**src/rtl/dataram_access_ctrl.sv**
```systemverilog
// dataram_access_ctrl
// Sequencer between a CPU-side data-RAM request and the 8051 internal data RAM port.
// A request is either a direct byte, a register Rn, an indirect @Ri or a bit access.
// The block resolves the final RAM address:
//  - register-bank base for Rn
//  - pointer fetch for @Ri
//  - byte/bit-position split for bit addresses
// It then runs exactly one RAM cycle (two for @Ri) and returns a one-cycle done pulse.
// Addresses that land above RAM_TOP (SFR space) finish with err=1 and never touch the RAM.
//
// Ports
//  clk, rst              clock and synchronous active-high reset
//  req / ready           request handshake; accepted when both are high on a rising edge
//  mode, we, opnd, rs    request descriptor (00 direct, 01 Rn, 10 @Ri, 11 bit)
//  wdata, wbit           write data for byte / bit writes
//  rdata, rbit           last completed byte / bit read result
//  done, err             completion pulse and its out-of-range flag
//  ram_*                 RAM port: cs (low active), rw (1=read), bb (1=byte), addr, one-hot pos,
//                        din/bin write data, dout/bout read data
module dataram_access_ctrl #(
    parameter logic [7:0] RAM_TOP = 8'h7F,
    parameter int         RD_LAT  = 1
) (
    input  logic       clk,
    input  logic       rst,
    input  logic       req,
    output logic       ready,
    input  logic [1:0] mode,
    input  logic       we,
    input  logic [7:0] opnd,
    input  logic [1:0] rs,
    input  logic [7:0] wdata,
    input  logic       wbit,
    output logic [7:0] rdata,
    output logic       rbit,
    output logic       done,
    output logic       err,
    output logic       ram_cs,
    output logic       ram_rw,
    output logic       ram_bb,
    output logic [7:0] ram_addr,
    output logic [7:0] ram_pos,
    output logic [7:0] ram_din,
    output logic       ram_bin,
    input  logic [7:0] ram_dout,
    input  logic       ram_bout
);

    typedef enum logic [2:0] {S_IDLE, S_PTR, S_PWAIT, S_ACC, S_RWAIT, S_DONE} state_t;

    state_t     state_reg, state_next;
    logic [1:0] cnt_reg, cnt_next;
    logic       we_reg, we_next;
    logic       bit_reg, bit_next;
    logic [7:0] addr_reg, addr_next;
    logic [7:0] pos_reg, pos_next;
    logic [7:0] wdata_reg, wdata_next;
    logic       wbit_reg, wbit_next;
    logic       perr_reg, perr_next;
    logic [7:0] rdata_reg, rdata_next;
    logic       rbit_reg, rbit_next;
    logic       ready_reg, ready_next;
    logic       done_reg, done_next;
    logic       err_reg, err_next;
    logic       cs_reg, cs_next;
    logic       rw_reg, rw_next;
    logic       bb_reg, bb_next;
    logic [7:0] ram_addr_reg, ram_addr_next;
    logic [7:0] ram_pos_reg, ram_pos_next;
    logic [7:0] din_reg, din_next;
    logic       bin_reg, bin_next;

    // Address resolution of the incoming request
    logic [7:0] res_addr;
    logic [7:0] res_pos;
    logic       res_bit;
    logic       res_ind;
    logic       res_err;

    always_comb begin
        res_addr = opnd;
        res_pos  = 8'hFF;
        res_bit  = 1'b0;
        res_ind  = 1'b0;
        res_err  = 1'b0;
        case (mode)
            2'b00: res_err = (opnd > RAM_TOP);
            2'b01: begin
                res_addr = {3'b000, rs, opnd[2:0]};
                res_err  = (res_addr > RAM_TOP);
            end
            2'b10: begin
                // address of the pointer register Ri, not the final target
                res_addr = {3'b000, rs, 2'b00, opnd[0]};
                res_ind  = 1'b1;
                res_err  = (res_addr > RAM_TOP);
            end
            default: begin
                // bit-addressable area starts at byte 8'h20; b[7]=1 is SFR bit space
                res_bit  = 1'b1;
                res_addr = 8'h20 + {4'b0000, opnd[6:3]};
                res_pos  = 8'd1 << opnd[2:0];
                res_err  = opnd[7];
            end
        endcase
    end

    // Last wait cycle: the RAM data issued RD_LAT cycles ago is valid now
    logic lat_last;
    assign lat_last = (cnt_reg == 2'(RD_LAT - 1));

    always_comb begin
        state_next = state_reg;
        cnt_next   = cnt_reg;
        we_next    = we_reg;
        bit_next   = bit_reg;
        addr_next  = addr_reg;
        pos_next   = pos_reg;
        wdata_next = wdata_reg;
        wbit_next  = wbit_reg;
        perr_next  = perr_reg;
        rdata_next = rdata_reg;
        rbit_next  = rbit_reg;

        case (state_reg)
            S_IDLE: begin
                if (req) begin
                    we_next    = we;
                    bit_next   = res_bit;
                    addr_next  = res_addr;
                    pos_next   = res_pos;
                    wdata_next = wdata;
                    wbit_next  = wbit;
                    perr_next  = res_err;
                    if (res_err)
                        state_next = S_DONE;
                    else if (res_ind)
                        state_next = S_PTR;
                    else
                        state_next = S_ACC;
                end
            end
            S_PTR: begin
                cnt_next   = 2'd0;
                state_next = S_PWAIT;
            end
            S_PWAIT: begin
                if (lat_last) begin
                    addr_next = ram_dout;
                    if (ram_dout > RAM_TOP) begin
                        perr_next  = 1'b1;
                        state_next = S_DONE;
                    end else begin
                        state_next = S_ACC;
                    end
                end else begin
                    cnt_next = cnt_reg + 2'd1;
                end
            end
            S_ACC: begin
                cnt_next   = 2'd0;
                state_next = we_reg ? S_DONE : S_RWAIT;
            end
            S_RWAIT: begin
                if (lat_last) begin
                    if (bit_reg)
                        rbit_next = ram_bout;
                    else
                        rdata_next = ram_dout;
                    state_next = S_DONE;
                end else begin
                    cnt_next = cnt_reg + 2'd1;
                end
            end
            S_DONE:  state_next = S_IDLE;
            default: state_next = S_IDLE;
        endcase
    end

    // Outputs are registered from the next state so they line up with the state they describe
    always_comb begin
        ready_next    = (state_next == S_IDLE);
        done_next     = (state_next == S_DONE);
        err_next      = (state_next == S_DONE) && perr_next;
        cs_next       = 1'b1;
        rw_next       = 1'b1;
        bb_next       = bb_reg;
        ram_addr_next = ram_addr_reg;
        ram_pos_next  = ram_pos_reg;
        din_next      = din_reg;
        bin_next      = bin_reg;
        if (state_next == S_PTR) begin
            cs_next       = 1'b0;
            bb_next       = 1'b1;
            ram_addr_next = addr_next;
            ram_pos_next  = 8'hFF;
        end
        if (state_next == S_ACC) begin
            cs_next       = 1'b0;
            rw_next       = ~we_next;
            bb_next       = ~bit_next;
            ram_addr_next = addr_next;
            ram_pos_next  = pos_next;
            if (we_next) begin
                din_next = wdata_next;
                bin_next = wbit_next;
            end
        end
    end

    always_ff @(posedge clk) begin
        if (rst) begin
            state_reg    <= S_IDLE;
            cnt_reg      <= 2'd0;
            we_reg       <= 1'b0;
            bit_reg      <= 1'b0;
            addr_reg     <= 8'h00;
            pos_reg      <= 8'h00;
            wdata_reg    <= 8'h00;
            wbit_reg     <= 1'b0;
            perr_reg     <= 1'b0;
            rdata_reg    <= 8'h00;
            rbit_reg     <= 1'b0;
            ready_reg    <= 1'b1;
            done_reg     <= 1'b0;
            err_reg      <= 1'b0;
            cs_reg       <= 1'b1;
            rw_reg       <= 1'b1;
            bb_reg       <= 1'b1;
            ram_addr_reg <= 8'h00;
            ram_pos_reg  <= 8'h00;
            din_reg      <= 8'h00;
            bin_reg      <= 1'b0;
        end else begin
            state_reg    <= state_next;
            cnt_reg      <= cnt_next;
            we_reg       <= we_next;
            bit_reg      <= bit_next;
            addr_reg     <= addr_next;
            pos_reg      <= pos_next;
            wdata_reg    <= wdata_next;
            wbit_reg     <= wbit_next;
            perr_reg     <= perr_next;
            rdata_reg    <= rdata_next;
            rbit_reg     <= rbit_next;
            ready_reg    <= ready_next;
            done_reg     <= done_next;
            err_reg      <= err_next;
            cs_reg       <= cs_next;
            rw_reg       <= rw_next;
            bb_reg       <= bb_next;
            ram_addr_reg <= ram_addr_next;
            ram_pos_reg  <= ram_pos_next;
            din_reg      <= din_next;
            bin_reg      <= bin_next;
        end
    end

    assign ready    = ready_reg;
    assign done     = done_reg;
    assign err      = err_reg;
    assign rdata    = rdata_reg;
    assign rbit     = rbit_reg;
    assign ram_cs   = cs_reg;
    assign ram_rw   = rw_reg;
    assign ram_bb   = bb_reg;
    assign ram_addr = ram_addr_reg;
    assign ram_pos  = ram_pos_reg;
    assign ram_din  = din_reg;
    assign ram_bin  = bin_reg;

endmodule
```
**config.mk**
```make
export PLATFORM = sky130hd
export DESIGN_NAME = dataram_access_ctrl
export DESIGN_NICKNAME = d
export VERILOG_FILES = /design/src/rtl/dataram_access_ctrl.sv
export SDC_FILE = /design/constraint.sdc
export NUM_CORES = 1
export LEC_CHECK = 0
export ABC_AREA = 1
export BUFFER_PORTS_ARGS = -buffer_cell sky130_fd_sc_hd__buf_4
export CAP_MARGIN = 10
export CORE_MARGIN = 5
export CORE_UTILIZATION = 51
export CTS_CLUSTER_DIAMETER = 40
export DETAILED_ROUTE_END_ITERATION = 8
export GPL_ROUTABILITY_DRIVEN = 0
export PLACE_DENSITY = 0.88
export SLEW_MARGIN = 20
export SYNTH_ARGS = -nofsm -noshare
export SYNTH_HDL_FRONTEND = slang
export SYNTH_SLANG_ARGS = --single-unit
```
**constraint.sdc**
```tcl
create_clock -name clk -period 2.8 [get_ports clk]
set_clock_uncertainty 0.2 [all_clocks]
set_input_delay 0.14 -clock clk [delete_from_list [all_inputs] [get_ports clk]]
set_output_delay 0.14 -clock clk [all_outputs]
set_load 0.02 [all_outputs]
```
Yosys cells after proc, flatten, opt, wreduce, memory -nomap -nowiden
Cells that the tools add are included.
Widths: inputs -> output; s select.

word-level totals
  bits in registers = 73
  bits of input ports = 34
  output and inout port bits = 40
  word-level logic and storage cells = 96

operators by class
  $add $sub $neg = 2
  $lt $le $gt $ge = 2
  eq/ne operators = 10
  shifts and indexed selects = 1
  mux-type cells = 40
  bitwise operators = 4
  reductions and logical operators = 16

operator list
  operator             count
  $mux 8               11
  $pmux 8 s3           1
  $gt 8x7->1 const B   2
  $mux 1               16
  $pmux 8 s2           1
  $mux 3               5
  $pmux 3 s5           1
  $eq 3x2->1 const B   3
  $reduce_or 2->1      4
  $shl 1x3->8 const A  1
  $add 6x4->7 const A  1
  $eq 3x1->1 const B   2
  $eq 3x3->1 const B   2
  $logic_not 3->1      2
  $reduce_and 3->1     2
  $logic_not 2->1      2
  $mux 2               2
  $not 1->1            4
  $pmux 1 s2           2
  $pmux 2 s2           1
  $reduce_and 2->1     2
  $reduce_bool 2->1    2
  $reduce_or 3->1      1
  $add 2x1->2 const B  1
  4 further kinds      4

Depth between registers and ports, before layout
Gate-level depths: netlist of run 1.

  word-level depth = 9
  gate-level depth with buffers = 13
  gate-level depth less buffers = 11

Least setup slack after synthesis of run 1
OpenSTA, ideal clock, no wires.

  path kind = reg2reg
  start point = register cnt_reg[0]
  end point = register rdata_reg[6] (netlist: rdata[6])
  arrival = 1285 ps
  data required time = 2480 ps
  path slack = 1195 ps
  stages on the path, launching flop included = 9
  cells stage by stage = dfxtp_1 -> inv_1 -> ha_1 -> inv_1 -> nor2_1 -> nand2_1 -> clkinv_1 -> o21ai_0 -> a21oi_1

between the ends
  longest elaborated chain between the ends = 2

RTL lines
  what                        line  text
  from (decl)                 52    logic [1:0] cnt_reg, cnt_next;
  from (signal assigned)      236   cnt_reg <= cnt_next;
  $logic_not 2->1             110   assign lat_last = (cnt_reg == 2'(RD_LAT - 1));
  $reduce_and 3->1 (no line)  -
  to (signal assigned)        244   rdata_reg <= rdata_next;
  to (decl)                   60    logic [7:0] rdata_reg, rdata_next;

No other way between the ends.
A chain may end at the register's enable or synchronous reset.

Worst setup path in the final report of run 1
  start point = register state_reg[1]
  end point = register wdata_reg[4]

between the ends
  longest elaborated chain between the ends = 2

RTL lines
  what                    line  text
  from (decl)             51    state_t state_reg, state_next;
  from (signal assigned)  235   state_reg <= state_next;
  $logic_not 3->1         125   case (state_reg)
  $mux 8                  125
  to (signal assigned)    241   wdata_reg <= wdata_next;
  to (decl)               57    logic [7:0] wdata_reg, wdata_next;

No other way between the ends.

==> results of run 1 <==
[logic make-up after synthesis]
| logic type | Yosys count |
|---|---|
| AO/OA/AOI/OAI | 49 |
| buffers and inverters | 84 |
| flip-flops | 72 |
| AND/OR/NAND/NOR | 293 |
| adder cells (fa/ha/maj) | 5 |
[power by group through the flow]
stage | combinational [mW] | clock (mW) | sequential [mW]
floorplan | 1.39 | 0 | 1.69
global placement | 2.02 | 0 | 1.52
detailed placement | 2.08 | 0 | 1.53
CTS | 2.12 | 0.886 | 1.51
global route | 2.42 | 0.930 | 1.54
finish | 2.16 | 0.881 | 1.51
[synthesized netlist by cell type]
library cell	instances
sky130_fd_sc_hd__a31oi_1	2
sky130_fd_sc_hd__nor2_4	3
sky130_fd_sc_hd__buf_4	2
sky130_fd_sc_hd__nand2_4	1
sky130_fd_sc_hd__nand3_4	1
sky130_fd_sc_hd__nor2_2	1
sky130_fd_sc_hd__nor3_1	1
sky130_fd_sc_hd__inv_1	61
sky130_fd_sc_hd__o211ai_1	1
sky130_fd_sc_hd__nand3_2	1
sky130_fd_sc_hd__buf_6	4
sky130_fd_sc_hd__clkinv_1	3
sky130_fd_sc_hd__nand2_1	155
sky130_fd_sc_hd__a21oi_1	17
sky130_fd_sc_hd__nand3_1	31
sky130_fd_sc_hd__clkbuf_1	10
sky130_fd_sc_hd__buf_2	3
sky130_fd_sc_hd__nand2_2	6
sky130_fd_sc_hd__ha_1	5
sky130_fd_sc_hd__and2_1	2
sky130_fd_sc_hd__dfxtp_1	72
sky130_fd_sc_hd__or2_2	1
sky130_fd_sc_hd__o21ai_0	26
sky130_fd_sc_hd__o21a_1	1
sky130_fd_sc_hd__nand4_1	13
sky130_fd_sc_hd__nor2_1	77
sky130_fd_sc_hd__o21ai_1	2
sky130_fd_sc_hd__inv_2	1
[layer usage]
layer  vias up  wire, um
met5         -         0
met4         0       272
met3        32       456
met2       121      4280
met1      1530      3800
li1       1726         -
[area by class of cell]
type                            count  area, sq um
Multi-Input combinational cell    347         1560
Tap cell                           77         96.3
Inverter                           65          244
Fill cell                         484         2050
Timing Repair Buffer               96          773
Clock buffer                       14          183
Clock inverter                      2         35.0
Sequential cell                    72         1440
[how the worst min path moves through the flow]
stage / end / slack [ns]
2_1_floorplan: we_reg / 0.02
3_5_place_dp: rdata[1] / 0.21
3_3_place_gp: rdata[6] / 0.20
6_report: pos_reg[5] / 0.03
4_1_cts: pos_reg[5] / 0.03
5_1_grt: pos_reg[5] / 0.07
[what timing repair did]
item | CTS | global route
gates resized for setup | 0 | 0
hold buffers | 21 | 0
endpoints found under the hold margin | 29 | 0
[worst register-to-register path, stage by stage, from the launching register on]
cell and delay [ns]:
sky130_fd_sc_hd__dfxtp_1 0.40, sky130_fd_sc_hd__nor2_4 0.16, sky130_fd_sc_hd__nand3_2 0.25, sky130_fd_sc_hd__buf_4 0.30
sky130_fd_sc_hd__o21ai_0 0.35, sky130_fd_sc_hd__nor2_1 0.08, sky130_fd_sc_hd__dlygate4sd3_1 0.56
==> out/qor.tcl, run 1 <==
set qor(run_status) {finished, final reports clean}
set qor(p_comb_share_pct) 47.5
set qor(hold_fails_final_rpt) 0
set qor(cp-start-kind) {register}
set qor(areaGrowthSynthToFinish_pct) 29.0
set qor(route.detailed.drc) 0
set qor(grt_use_met1_pct) 25.3
set qor(totalNegativeSetupSlack_ns) 0
set qor(chipHeight_um) 91.2
set qor(detail_route.wl_per_cell_um) 13.1
set qor(r2r_cell_count) 6
set qor(syn-instance-count) 503
set qor(regToRegStartpoint) {state_reg[1]}
set qor(postSynthRegisterBits) 72
set qor(cp_top_family) {buffers and inverters}
set qor(cts_inserted_buffers) 9
set qor(route.detailed.vias_per_inst) 5.07
set qor(worstSkewPairLatency_ns) 0.34
set qor(clkPwrFrac_pct) 19.3
set qor(final_critical_path_setup_slack_ns) 0.393
set qor(final_common_cell) {sky130_fd_sc_hd__nand2_1}
set qor(max_stage_delay_ns) 0.56
set qor(cts.htree.levels) 3
set qor(power_report.internal_total_mw) 2.59
set qor(synth_cell_type_count) 28
set qor(drt_pass1_iterations) 5
set qor(clk_root_buffer_cell) {sky130_fd_sc_hd__clkbuf_8}
set qor(critPathBufInv) 2
set qor(fmax_mhz) 416
set qor(post-cts-setup-buffer-count) 0
set qor(power.switching_mw) 1.97
set qor(worst_path_max_fanout) 19
set qor(syn_avg_cell_area_sq_um) 6.68
set qor(synth_xor_xnor_area_share_pct) 0
set qor(grt_use_total_pct) 20.9
set qor(post_synth_instance_area_sq_um) 3360
set qor(worst_hold_path_type) {in2reg}
set qor(unrepaired_setup_endpoints_after_global_routing) {false}
set qor(routed_wl_mm) 8.81
set qor(synth.area.top_cells) {sky130_fd_sc_hd__dfxtp_1 43%, sky130_fd_sc_hd__nand2_1 17%, sky130_fd_sc_hd__nor2_1 8.6%, sky130_fd_sc_hd__inv_1 6.8%, sky130_fd_sc_hd__nand3_1 4.6%}
set qor(timing_worst_slew_pin_value_ns) 0.825
set qor(cts_sinks) 72
set qor(p_leak_nw) 2.27
set qor(worst-endpoint-required_ns) 2.83
set qor(yosys.area_share.simple_pct) 37.1
set qor(seq_power_share_pct) 33.2
set qor(critical_path.reg2reg.endpoint) {wdata_reg[4]}
set qor(layout.cells.most_common_list) {155 x sky130_fd_sc_hd__nand2_1, 77 x sky130_fd_sc_hd__nor2_1, 75 x sky130_fd_sc_hd__buf_4, 72 x sky130_fd_sc_hd__dfxtp_1, 61 x sky130_fd_sc_hd__inv_1}
set qor(boundaryPins) 74
set qor(pre_cts_ws_ns) 0.553
set qor(grt_first_pass_wirelength_mm) 14.4
set qor(power_switching_share_pct) 43.3
set qor(synthDominantCellAreaShare_pct) 42.9
set qor(clock_tree_from_tritoncts) {done}
set qor(detailed_place.area_sq_um) 3910
set qor(hpwlAfterDp_mm) 5.92
set qor(dieWidth_um) 91.2
set qor(fraction_of_synthesized_area_in_multiplexers_pct) 0
set qor(hold_path.startpoint) {opnd[0]}
set qor(place_inst) 636
set qor(synth-adder-area-share_pct) 1.86
set qor(regToRegSetupSlack_ns) 0.39
set qor(timing.critical_path.slowest_stage_cell) {sky130_fd_sc_hd__dlygate4sd3_1}
set qor(max-cap-violations) 0
set qor(cp-endpoint) {wdata_reg[4]}
set qor(worst_voltage_drop_across_the_vdd_grid_mv) 0.793
set qor(maxSlewViolCount) 0
set qor(seq_area_frac_synth_pct) 42.9
set qor(cellPowerDensity_nw_per_um2) 1050
set qor(grt_overflow) 0
set qor(antenna_found_initial) 0
set qor(clock_path_buffers) 2
set qor(min_path_cells) 5
set qor(total_power_mw) 4.56
set qor(final_cell_count_no_fill) 673
set qor(antenna_left) 0
set qor(port_buffers) 73
set qor(holdWs_ns) 0.0332
set qor(final.min_clock_period_ns) 2.41
set qor(coreArea_sq_um) 6390
set qor(post_route_cells_drive_above_1_share_pct) 17.6
set qor(critical_path.endpoint_type) {register}
set qor(synthesis.yosys.warnings) 0
set qor(drt_iter0_markers) 233
set qor(timing.final.crit_share_pct) 85.9
set qor(first_global_vias) 3264
set qor(gr-usage-met3_pct) 4.30
set qor(crit_path_start) {state_reg[1]}
set qor(synth-compound-area-share_pct) 7.52
set qor(row_count) 29
set qor(grt_max_degree) 32
set qor(timing.critical_path.depth) 6
set qor(initial_core_utilization_pct) 52.6
set qor(globalRouteMet2Util_pct) 35.2
set qor(peak_usage_layer_in_the_global_routing_report) {met2}
set qor(criticalPathCategory) {reg2reg}
set qor(arrival_ns) 2.43
set qor(postSynthNetCount) 542
set qor(fin_util_pct) 67.9
set qor(antenna-diode-count) 0
set qor(synth_top_cell_by_area) {sky130_fd_sc_hd__dfxtp_1}
set qor(final_area_sq_um) 4340
set qor(synth_top_family_by_area) {simple AND/OR/NAND/NOR gates}
set qor(report.final.setup_viol) 0
set qor(worstPathCellList) {nor2_4 > nand3_2 > buf_4 > o21ai_0 > nor2_1 > dlygate4sd3_1}
set qor(layout.nets) 630
set qor(slew_headroom_pct) 45.0
set qor(route.vias.total) 3409
set qor(clk_transition_reported_paths_ns) 0.08
set qor(fp.dieArea_sq_um) 8310
(Power assumes the default switching activity.)
==> inputs of run 2 (changes only) <==
==> constraint.sdc (replaced) <==
create_clock -name clk -period 3.1 [get_ports clk]
set_clock_uncertainty 0.2 [all_clocks]
set_input_delay 0.155 -clock clk [delete_from_list [all_inputs] [get_ports clk]]
set_output_delay 0.155 -clock clk [all_outputs]
set_load 0.02 [all_outputs]
==> out/qor.tcl, run 2 (same netlist as run 1, synthesis figures left out) <==
set qor(run_status) {finished, final reports clean}
set qor(timing_worst_slew_pin_value_ns) 0.563
set qor(antenna_left) 0
set qor(fmax_mhz) 424
set qor(grt_first_pass_wirelength_mm) 14.6
set qor(cts_inserted_buffers) 9
set qor(cp-start-kind) {register}
set qor(timing.final.crit_share_pct) 76.0
set qor(route.detailed.vias_per_inst) 5.09
set qor(clk_root_buffer_cell) {sky130_fd_sc_hd__clkbuf_8}
set qor(dieWidth_um) 91.2
set qor(cellPowerDensity_nw_per_um2) 934
set qor(postCtsHoldBufs) 21
set qor(holdWs_ns) 0.0567
set qor(totalNegativeSetupSlack_ns) 0
set qor(final.min_clock_period_ns) 2.36
set qor(layout.cells.most_common_list) {155 x sky130_fd_sc_hd__nand2_1, 77 x sky130_fd_sc_hd__nor2_1, 75 x sky130_fd_sc_hd__buf_4, 72 x sky130_fd_sc_hd__dfxtp_1, 61 x sky130_fd_sc_hd__inv_1}
set qor(maxSlewViolCount) 0
set qor(postCtsResizedCells) 0
set qor(p_leak_nw) 2.25
set qor(slew_headroom_pct) 62.4
set qor(unrepaired_setup_endpoints_after_global_routing) {false}
set qor(antenna-diode-count) 0
set qor(route.vias.total) 3417
set qor(post-cts-setup-buffer-count) 0
set qor(hpwlAfterDp_mm) 5.99
set qor(routed_wl_mm) 8.77
set qor(fp.dieArea_sq_um) 8310
set qor(port_buffers) 73
set qor(clk_transition_reported_paths_ns) 0.07
set qor(worstSkewPairLatency_ns) 0.34
set qor(arrival_ns) 2.38
set qor(grt_max_degree) 32
set qor(cts.htree.levels) 3
set qor(worst-endpoint-required_ns) 3.13
set qor(worst_hold_path_type) {in2reg}
set qor(detail_route.wl_per_cell_um) 13.1
set qor(max-cap-violations) 0
set qor(areaGrowthSynthToFinish_pct) 27.7
set qor(route.detailed.drc) 0
set qor(boundaryPins) 74
set qor(row_count) 29
set qor(hold_fails_final_rpt) 0
set qor(layout.filler_cells) 513
set qor(critical_path.endpoint_type) {register}
set qor(drt_pass1_iterations) 4
set qor(chipHeight_um) 91.2
set qor(report.final.setup_viol) 0
set qor(clock_path_buffers) 2
set qor(cts_sinks) 72
set qor(post_route_cells_drive_above_1_share_pct) 17.2
set qor(grt_use_total_pct) 21.2
set qor(worst_path_max_fanout) 20
set qor(layout.nets) 630
set qor(first_global_vias) 3280
set qor(initial_core_utilization_pct) 52.6
set qor(final_common_cell) {sky130_fd_sc_hd__nand2_1}
set qor(worst_voltage_drop_across_the_vdd_grid_mv) 0.591
set qor(clock_tree_from_tritoncts) {done}
set qor(antenna_found_initial) 0
set qor(grt_overflow) 0
set qor(drt_iter0_markers) 233
set qor(coreArea_sq_um) 6390
set qor(criticalPathCategory) {reg2reg}
[run 2: changes by cell type in the layout (fill, tap and decap cells not counted), sizes merged]
cell / previous run / this run
bufinv: 1 / 0
clkinv: 4 / 3
[run 2: power by group]
part | switching, mW | total, mW | internal, mW
combinational | 1.31 | 1.97 | 0.661
sequential | 0.155 | 1.37 | 1.21
clock | 0.316 | 0.664 | 0.349
total | 1.78 | 4.01 | 2.22
[run 2: worst paths after layout]
kind,from,end,slack [ns],cells after the start
worst min-delay path,opnd[1],pos_reg[6],0.06,5
worst max register to register,state_reg[1],wdata_reg[4],0.74,6
worst max-delay path,state_reg[1],wdata_reg[4],0.74,6
worst min register to register,ram_addr[7],ram_addr[7],0.24,2
[run 2: stage by stage]
step | cells | utilization [%] | cell area [sq um] | total power [mW] | setup slack, ns
final | 671 | 67.2 | 4290 | 4.01 | 0.743
after global routing | 671 | 67.2 | 4290 | 4.32 | 0.613
after CTS | 671 | 67.2 | 4290 | 3.97 | 0.846
after detailed placement | 636 | 61.2 | 3910 | 3.27 | 0.869
after global placement | 636 | 61.2 | 3910 | 3.20 | 1.01
after floorplan | 503 | - | 3360 | 2.79 | 1.50
[run 2: routing by layer]
layer | track usage (%) | up-vias | wire (um)
met4 | 11.6 | 0 | 263
met5 | 0 | - | 0
met2 | 35.9 | 117 | 4350
met1 | 24.4 | 1541 | 3660
li1 | - | 1730 | -
met3 | 5.12 | 29 | 491
[run 2: layout make-up]
class / instances / area [sq um] / area share, %
clock buffers: 14 / 173 / 4.02
inverters: 65 / 244 / 5.69
multi-input cells: 347 / 1560 / 36.4
flip-flops and latches: 72 / 1440 / 33.6
well taps: 77 / 96.3 / 2.25
repair buffers: 96 / 773 / 18.0
[run 2: worst max-delay path, stage by stage (launching register included)]
cell and delay, ns:
sky130_fd_sc_hd__dfxtp_1 0.41, sky130_fd_sc_hd__nor2_4 0.17, sky130_fd_sc_hd__nand3_2 0.24, sky130_fd_sc_hd__buf_4 0.29, sky130_fd_sc_hd__o21ai_0 0.29, sky130_fd_sc_hd__nor2_1 0.07, sky130_fd_sc_hd__dlygate4sd3_1 0.56
